`src/rtl/purge_monitor.sv`:
```
// Supervisor for the self-purging adder array: re-arms the module switches,
// logs purge events and declares failure when too few modules remain.
module purge_monitor #(
    parameter int unsigned N       = 6,
    parameter int unsigned THR     = 4,
    parameter int unsigned ARM_CYC = 2,
    parameter int unsigned CW      = 8
) (
    input  logic                       clk,
    input  logic                       rst_n,
    input  logic                       start,
    input  logic                       clr,
    input  logic [N-1:0]               active,
    output logic                       arm_o,
    output logic [1:0]                 state_o,
    output logic [$clog2(N+1)-1:0]     active_cnt,
    output logic                       purge_evt,
    output logic [((N > 1) ? $clog2(N) : 1)-1:0] purge_id,
    output logic [N-1:0]               purge_mask,
    output logic [CW-1:0]              purge_total,
    output logic                       degraded,
    output logic                       fail,
    output logic                       reenable_err
);

    localparam int unsigned CNTW = $clog2(N + 1);
    localparam int unsigned IDW  = (N > 1) ? $clog2(N) : 1;
    localparam int unsigned ACW  = (ARM_CYC > 1) ? $clog2(ARM_CYC) : 1;
    localparam int unsigned SW   = ((CW > CNTW) ? CW : CNTW) + 1;
    localparam logic [CW-1:0] TOTAL_MAX = '1;

    typedef enum logic [1:0] {
        S_IDLE = 2'd0,
        S_ARM  = 2'd1,
        S_RUN  = 2'd2,
        S_FAIL = 2'd3
    } state_t;

    state_t            state_q, state_d;
    logic [ACW-1:0]    arm_cnt_q, arm_cnt_d;
    logic [N-1:0]      active_q;
    logic              arm_q, arm_d;
    logic [CNTW-1:0]   cnt_q;
    logic              evt_q, evt_d;
    logic [IDW-1:0]    id_q, id_d;
    logic [N-1:0]      mask_q, mask_d;
    logic [CW-1:0]     total_q, total_d;
    logic              degraded_q, degraded_d;
    logic              fail_q, fail_d;
    logic              ren_q, ren_d;

    logic [N-1:0]      fall, rise;
    logic [CNTW-1:0]   act_cnt, fall_cnt;
    logic [SW-1:0]     total_sum;
    logic              log_fall;

    function automatic logic [CNTW-1:0] popcount(input logic [N-1:0] v);
        logic [CNTW-1:0] c;
        c = '0;
        for (int i = 0; i < int'(N); i++) c = c + CNTW'(v[i]);
        return c;
    endfunction

    function automatic logic [IDW-1:0] lowest_idx(input logic [N-1:0] v);
        logic [IDW-1:0] idx;
        idx = '0;
        for (int i = int'(N) - 1; i >= 0; i--) if (v[i]) idx = IDW'(i);
        return idx;
    endfunction

    // Next-state, event logging and history update
    always_comb begin
        state_d   = state_q;
        arm_cnt_d = arm_cnt_q;
        arm_d     = 1'b0;
        evt_d     = 1'b0;
        id_d      = id_q;
        mask_d    = mask_q;
        total_d   = total_q;
        ren_d     = ren_q;
        log_fall  = 1'b0;

        fall      = active_q & ~active;
        rise      = ~active_q & active;
        act_cnt   = popcount(active);
        fall_cnt  = popcount(fall);
        total_sum = SW'(total_q) + SW'(fall_cnt);

        if (clr) begin
            state_d   = S_IDLE;
            arm_cnt_d = '0;
            id_d      = '0;
            mask_d    = '0;
            total_d   = '0;
            ren_d     = 1'b0;
        end else begin
            case (state_q)
                S_IDLE: begin
                    if (start) begin
                        state_d   = S_ARM;
                        arm_d     = 1'b1;
                        arm_cnt_d = ACW'(ARM_CYC - 1);
                    end
                end
                S_ARM: begin
                    if (arm_cnt_q == '0) begin
                        state_d = S_RUN;
                    end else begin
                        arm_cnt_d = arm_cnt_q - 1'b1;
                        arm_d     = 1'b1;
                    end
                end
                S_RUN: begin
                    log_fall = 1'b1;
                    if (|(rise & mask_q)) ren_d = 1'b1;
                    if (act_cnt < CNTW'(THR)) state_d = S_FAIL;
                end
                S_FAIL: begin
                    log_fall = 1'b1;
                end
                default: state_d = S_IDLE;
            endcase

            if (log_fall && (|fall)) begin
                evt_d   = 1'b1;
                id_d    = lowest_idx(fall);
                mask_d  = mask_q | fall;
                total_d = (total_sum > SW'(TOTAL_MAX)) ? TOTAL_MAX : total_sum[CW-1:0];
            end
        end

        fail_d     = (state_d == S_FAIL);
        degraded_d = ((state_d == S_RUN) || (state_d == S_FAIL)) && (act_cnt < CNTW'(N));
    end

    // State and output registers
    always_ff @(posedge clk) begin
        if (!rst_n) begin
            state_q    <= S_IDLE;
            arm_cnt_q  <= '0;
            active_q   <= '0;
            arm_q      <= 1'b0;
            cnt_q      <= '0;
            evt_q      <= 1'b0;
            id_q       <= '0;
            mask_q     <= '0;
            total_q    <= '0;
            degraded_q <= 1'b0;
            fail_q     <= 1'b0;
            ren_q      <= 1'b0;
        end else begin
            state_q    <= state_d;
            arm_cnt_q  <= arm_cnt_d;
            active_q   <= active;
            arm_q      <= arm_d;
            cnt_q      <= act_cnt;
            evt_q      <= evt_d;
            id_q       <= id_d;
            mask_q     <= mask_d;
            total_q    <= total_d;
            degraded_q <= degraded_d;
            fail_q     <= fail_d;
            ren_q      <= ren_d;
        end
    end

    assign arm_o        = arm_q;
    assign state_o      = state_q;
    assign active_cnt   = cnt_q;
    assign purge_evt    = evt_q;
    assign purge_id     = id_q;
    assign purge_mask   = mask_q;
    assign purge_total  = total_q;
    assign degraded     = degraded_q;
    assign fail         = fail_q;
    assign reenable_err = ren_q;

endmodule
```
`config.mk`:
```
export PLATFORM = sky130hd
export DESIGN_NAME = purge_monitor
export DESIGN_NICKNAME = d
export VERILOG_FILES = /design/src/rtl/purge_monitor.sv
export SDC_FILE = /design/constraint.sdc
export NUM_CORES = 1
export LEC_CHECK = 0
export BUFFER_PORTS_ARGS = -buffer_cell sky130_fd_sc_hd__buf_2
export CAP_MARGIN = 10
export CORE_MARGIN = 2
export CORE_UTILIZATION = 50
export DETAILED_ROUTE_END_ITERATION = 10
export PLACE_DENSITY = 0.8
export SETUP_SLACK_MARGIN = 0.4
export SLEW_MARGIN = 10
export SYNTH_ARGS = -nofsm -noshare
export SYNTH_HDL_FRONTEND = slang
export SYNTH_SLANG_ARGS = --single-unit
export TNS_END_PERCENT = 100
```
`constraint.sdc`:
```
create_clock -name clk -period 4.5 [get_ports clk]
set_input_delay 1.35 -clock clk [delete_from_list [all_inputs] [get_ports clk]]
set_output_delay 1.35 -clock clk [all_outputs]
set_load 0.01 [all_outputs]
```
# Yosys cells after proc, flatten, opt, wreduce, memory -nomap -nowiden
# Cells that the tools add are included.
dict set report word_totals {
  in_bits 10
  ff_bits 34
  wordCells 72
}
dict set report classes {
  magnitude_cmp 3
  mux 21
  bitwise 7
  addsub 12
  n_eq_ne 6
  reduce_logical 11
}
# operator n
set ops {}
lappend ops {{adder 3 x 1 -> 3 bit} 6}
lappend ops {{AND 6 bit} 3}
lappend ops {{two-way mux 3 bit} 6}
lappend ops {{NOT 6 bit} 2}
lappend ops {{OR reduction 6 bit} 2}
lappend ops {{adder 8 x 3 -> 9 bit} 1}
lappend ops {{> comparator 9 x 8 -> 1 bit, second input constant} 1}
lappend ops {{equality test 2 bit, second input constant} 4}
lappend ops {{two-way mux 2 bit} 4}
lappend ops {{two-way mux 8 bit} 1}
lappend ops {{two-way mux 1 bit} 7}
lappend ops {{adder 2 x 1 -> 3 bit} 2}
lappend ops {{< comparator 3 bit, second input constant} 2}
lappend ops {{OR 6 bit} 1}
lappend ops {{case mux 2 bit (3 select lines)} 1}
lappend ops {{adder 1 x 1 -> 2 bit} 2}
lappend ops {{case mux 1 bit (2 select lines)} 2}
lappend ops {{AND reduction 2 bit} 2}
lappend ops {{OR reduction 2 bit} 2}
lappend ops {{equality test 2 x 1 -> 1 bit, second input constant} 1}
lappend ops {{logical AND 1 bit} 2}
lappend ops {{logical NOT 2 bit} 1}
lappend ops {{inequality test 2 bit, second input constant} 1}
lappend ops {{nonzero test 2 bit} 1}
lappend ops {{3 further kinds} 3}

# Depth between registers and ports, before layout
dict set report logic_depth {
  depth_word 12
  depth_mapped 12
  depth_no_buf 12
}

# Worst setup path after synthesis
# Ideal clock, no wire load.
dict set report synth_path {
  path_type {input port to flip-flop}
  from {input port active[2]}
  to {register total_q[3], in the netlist purge_total[3]}
  path_buffers 0
  required_ns 4.436
  setup_slack_ns 0.427
  t_arrival_ns 4.009
  setup_time_ns 0.064
  stages 10
  cell_sequence {and2b_1 -> fa_1 -> inv_1 -> fa_1 -> fa_1 -> fa_1 -> nor2b_1 -> o2111ai_1 -> a41o_1 -> nor2_1}
}
dict set report synth_between {
  elab_chain_len 9
}
# element line_no
set synth_rtl {}
lappend synth_rtl {{start: declaration} 13} ;# input logic [N-1:0] active,
lappend synth_rtl {{NOT 6 bit *} 83} ;# fall = active_q & ~active;
lappend synth_rtl {{AND 6 bit *} 83}
lappend synth_rtl {{adder 2 x 1 -> 3 bit} 60} ;# for (int i = 0; i < int'(N); i++) c = c + CNTW'(v[i]);
lappend synth_rtl {{adder 3 x 1 -> 3 bit (3 in series)} 60}
lappend synth_rtl {{adder 8 x 3 -> 9 bit} 87} ;# total_sum = SW'(total_q) + SW'(fall_cnt);
lappend synth_rtl {{> comparator 9 x 8 -> 1 bit} 128} ;# total_d = (total_sum > SW'(TOTAL_MAX)) ? TOTAL_MAX : total_sum[CW-1:0];
lappend synth_rtl {{two-way mux 8 bit} 128}
lappend synth_rtl {{end signal: assignment} 160} ;# total_q <= total_d;
lappend synth_rtl {{end: declaration} 47} ;# logic [CW-1:0] total_q, total_d;
# Mark *: on every way between the ends. The rest lies on a longest branch, timed or not.
# A chain may end at the register's enable or synchronous reset.

# Worst setup path after layout
dict set report layout_path {
  from {input port active[2]}
  to {register total_q[6], in the netlist purge_total[6]}
}
# The elaborated chain is that of the path after synthesis.

==> impl_metrics.env <==
export IMPL_switching_share_pct=21.9
export IMPL_first_pass_iters=4
export IMPL_clkTransAtPathRegs_ns=0.11
export IMPL_clk_latency_ns=0.34
export IMPL_outcome="finished, final reports clean"
export IMPL_pre_cts_ws_ns=0.0409
export IMPL_worstPathArrival_ns=4.18
export IMPL_worst_path_buf_inv=2
export IMPL_drt_iter0_markers=64
export IMPL_cts_sinks=34
export IMPL_cp_top_family="adder cells"
export IMPL_path_common_cell="fa_1"
export IMPL_die_h_um=60.5
export IMPL_dieWidth_um=60.5
export IMPL_crit_fanout=5
export IMPL_critPathLaunch="active[2]"
export IMPL_synth_top_cell_by_area="dfxtp_1"
export IMPL_sequentialPowerShare_pct=46.6
export IMPL_synthTopCellsByArea="dfxtp_1 (43%), fa_1 (8.8%), nor2_1 (4.9%), inv_1 (4.5%), a21oi_1 (4.1%)"
export IMPL_crit_chain="buf_2 -> and2b_2 -> fa_1 -> inv_1 -> fa_1 -> fa_1 -> fa_2 -> nor2b_4 -> nor2_1 -> nor2_1 -> and4b_1 -> nor3_1"
export IMPL_grt_pass1_vias=1201
export IMPL_cts_tree="done"
export IMPL_ys_seq_area_share_pct=42.6
export IMPL_syn_num_nets=191
export IMPL_synth_seq_cells=34
export IMPL_clk_path_buf_depth=2
export IMPL_grt_pass1_wl_um=5400
export IMPL_initial_core_util_pct=52.3
export IMPL_grt_use_total_pct=20.3
export IMPL_pwr_share_clk_pct=43.1
export IMPL_port_buffers=36
export IMPL_ys_types=39
export IMPL_cts_root_buf="clkbuf_4"
export IMPL_p_sw_mw=0.148
export IMPL_boundaryPins=37
export IMPL_hold_path_class="reg2reg"
export IMPL_dp_final_hpwl_um=2500
export IMPL_antenna_cells=0
export IMPL_worstPathRequired_ns=4.70
export IMPL_core_area_um2=3050
export IMPL_wl_um=3380
export IMPL_drcViolationCount=0
export IMPL_peakVddDrop_uv=275
export IMPL_synth_edf_count=0
export IMPL_maxSlewHeadroom_pct=35.7
export IMPL_fin_nets=230
export IMPL_dominantRegCellSynth="dfxtp_1"
export IMPL_rsz0062_at_grt="no"
export IMPL_fp_row_count=20
export IMPL_layout_drive_gt1_share_pct=26.2
export IMPL_min_from="purge_id[0]"
export IMPL_power_density_nw_per_um2=346
export IMPL_cts_hold_buffers=0
export IMPL_timing_setup_tns_ns=0
export IMPL_syn_area_um2=1600
export IMPL_synth_most_common_cell="dfxtp_1"
export IMPL_fin_worst_skew_ns=0.0144
export IMPL_post_route_period_util_pct=88.6
export IMPL_vias_per_cell=5.21
export IMPL_wl_per_cell_um=13.3
export IMPL_vias=1323
export IMPL_critical_path_class="in2reg"
export IMPL_fmax_mhz=251
export IMPL_synthArstFlopShare_pct=0
export IMPL_ctsHtreeMaxLevel=2
export IMPL_die_area_um2=3660
export IMPL_ant_nets=0
export IMPL_finalSetupViolCount=0
export IMPL_cap_viol_max_count=0
export IMPL_internal_power_mw=0.529
export IMPL_grt_max_degree=25
export IMPL_hold_viol=0
export IMPL_cp_end_kind="register"
export IMPL_ys_warn_count=0
export IMPL_synth_cells=170
export IMPL_cp_slowest_cell="fa_1"
export IMPL_report_final_slew_viol_count=0
export IMPL_avgSynthCellArea_um2=9.40
export IMPL_synthTopCellsByCount="dfxtp_1 (34), nor2_1 (21), inv_1 (19)"
export IMPL_critPathLaunchType="input pin"
export IMPL_worst_pin_slew_ns=0.964
export IMPL_crit_reg2reg_launch="active_q[2]"
export IMPL_setup_ws_ns=0.513
export IMPL_antenna_found_initial=0
export IMPL_slowest_delay_ns=0.50
export IMPL_overflow=0
export IMPL_layout_min_cycle_time_ns=3.99
export IMPL_synth_top_area_share_pct=42.6
export IMPL_p_comb_share_pct=10.3
export IMPL_fillers=286
export IMPL_place_congestion=0.823
export IMPL_leakage_nw=0.887
export IMPL_numCtsBuffers=5
export IMPL_area_growth_pct=22.5
export IMPL_cts_setup_buffers=0
cell type report:
type | instances | area, um^2 | share of cell area [%]
multi-input combinational | 112 | 855 | 43.7
sequential | 34 | 681 | 34.8
timing repair buffer | 36 | 180 | 9.21
inverter | 20 | 75.1 | 3.84
clock inverter | 2 | 60.1 | 3.07
tap | 44 | 55.1 | 2.81
clock buffer | 6 | 51.3 | 2.62
registers in the layout, summed over array words and instances, names as in the netlist, 2 cells and up:
register and flops:
purge_total 8, active_q 6, purge_mask 6, active_cnt 3, purge_id 3, state_o 2
routing by layer:
metal | routed length [um] | part of all wire (%) | up-vias | global-route usage [%]
li1 | - | - | 666 | -
met1 | 1580 | 47 | 617 | 27.0
met2 | 1580 | 47 | 34 | 31.4
met3 | 166 | 4.9 | 6 | 5.12
met4 | 52 | 1.5 | 0 | 9.32
met5 | 0 | 0 | - | 0
worst paths after layout:
| check | to | slack [ns] | cells past startpoint |
|---|---|---|---|
| setup / recovery | purge_total[6] | 0.51 | 12 |
| setup reg to reg | purge_total[6] | 1.34 | 11 |
| hold reg to reg | purge_id[0] | 0.48 | 2 |
| hold / removal | purge_id[0] | 0.48 | 2 |
placed cells by master, fill, tap and decap left out, types with 3 or more instances in the layout:
cell	n
fa_1	6
and3b_1	4
nor2_1	21
ha_1	4
o21ai_0	3
nand3_1	3
a311oi_1	3
buf_2	36
and2_1	7
a211oi_1	4
nor3_1	3
inv_1	19
nor2b_1	5
a21oi_1	13
a31oi_1	5
clkbuf_4	5
dfxtp_1	34
stage by stage:
step	power (mW)	std cells	hold slack (ns)	cell area, um^2	util, %
3_5_place_dp	0.392	246	0.466	1810	59.3
2_1_floorplan	0.367	170	0.484	1600	-
6_report	0.677	254	0.480	1960	64.1
3_3_place_gp	0.390	246	0.462	1810	59.3
4_1_cts	0.681	254	0.486	1930	63.2
5_1_grt	0.705	254	0.518	1960	64.1
power by group through the flow:
stage               combinational (mW)  sequential (mW)  clock, mW
CTS                             0.0695            0.316      0.296
detailed placement              0.0689            0.323          0
finish                          0.0701            0.316      0.292
floorplan                       0.0425            0.325          0
global placement                0.0674            0.322          0
global route                    0.0789            0.317      0.309
worst reg2reg max path: stages (launching register included):
cell     delay (ns)
dfxtp_1        0.33
and2b_2        0.23
fa_1           0.50
inv_1          0.05
fa_1           0.44
fa_1           0.42
fa_2           0.39
nor2b_4        0.16
nor2_1         0.08
nor2_1         0.16
and4b_1        0.21
nor3_1         0.05
repair_timing:
action,CTS,global route
resized for setup,1,7
hold endpoints to repair,0,0
setup endpoints to repair,1,8
cell families after synthesis:
logic type,Yosys count,synth area share (%)
buf+inv,24,6.11
compound gates,39,16.1
simple gates,60,22.1
xor+xnor,1,0.548
mux,1,0.626
fa+ha+maj,11,11.9
flops,34,42.6
Note: power is estimated with default switching activity, not from simulation.
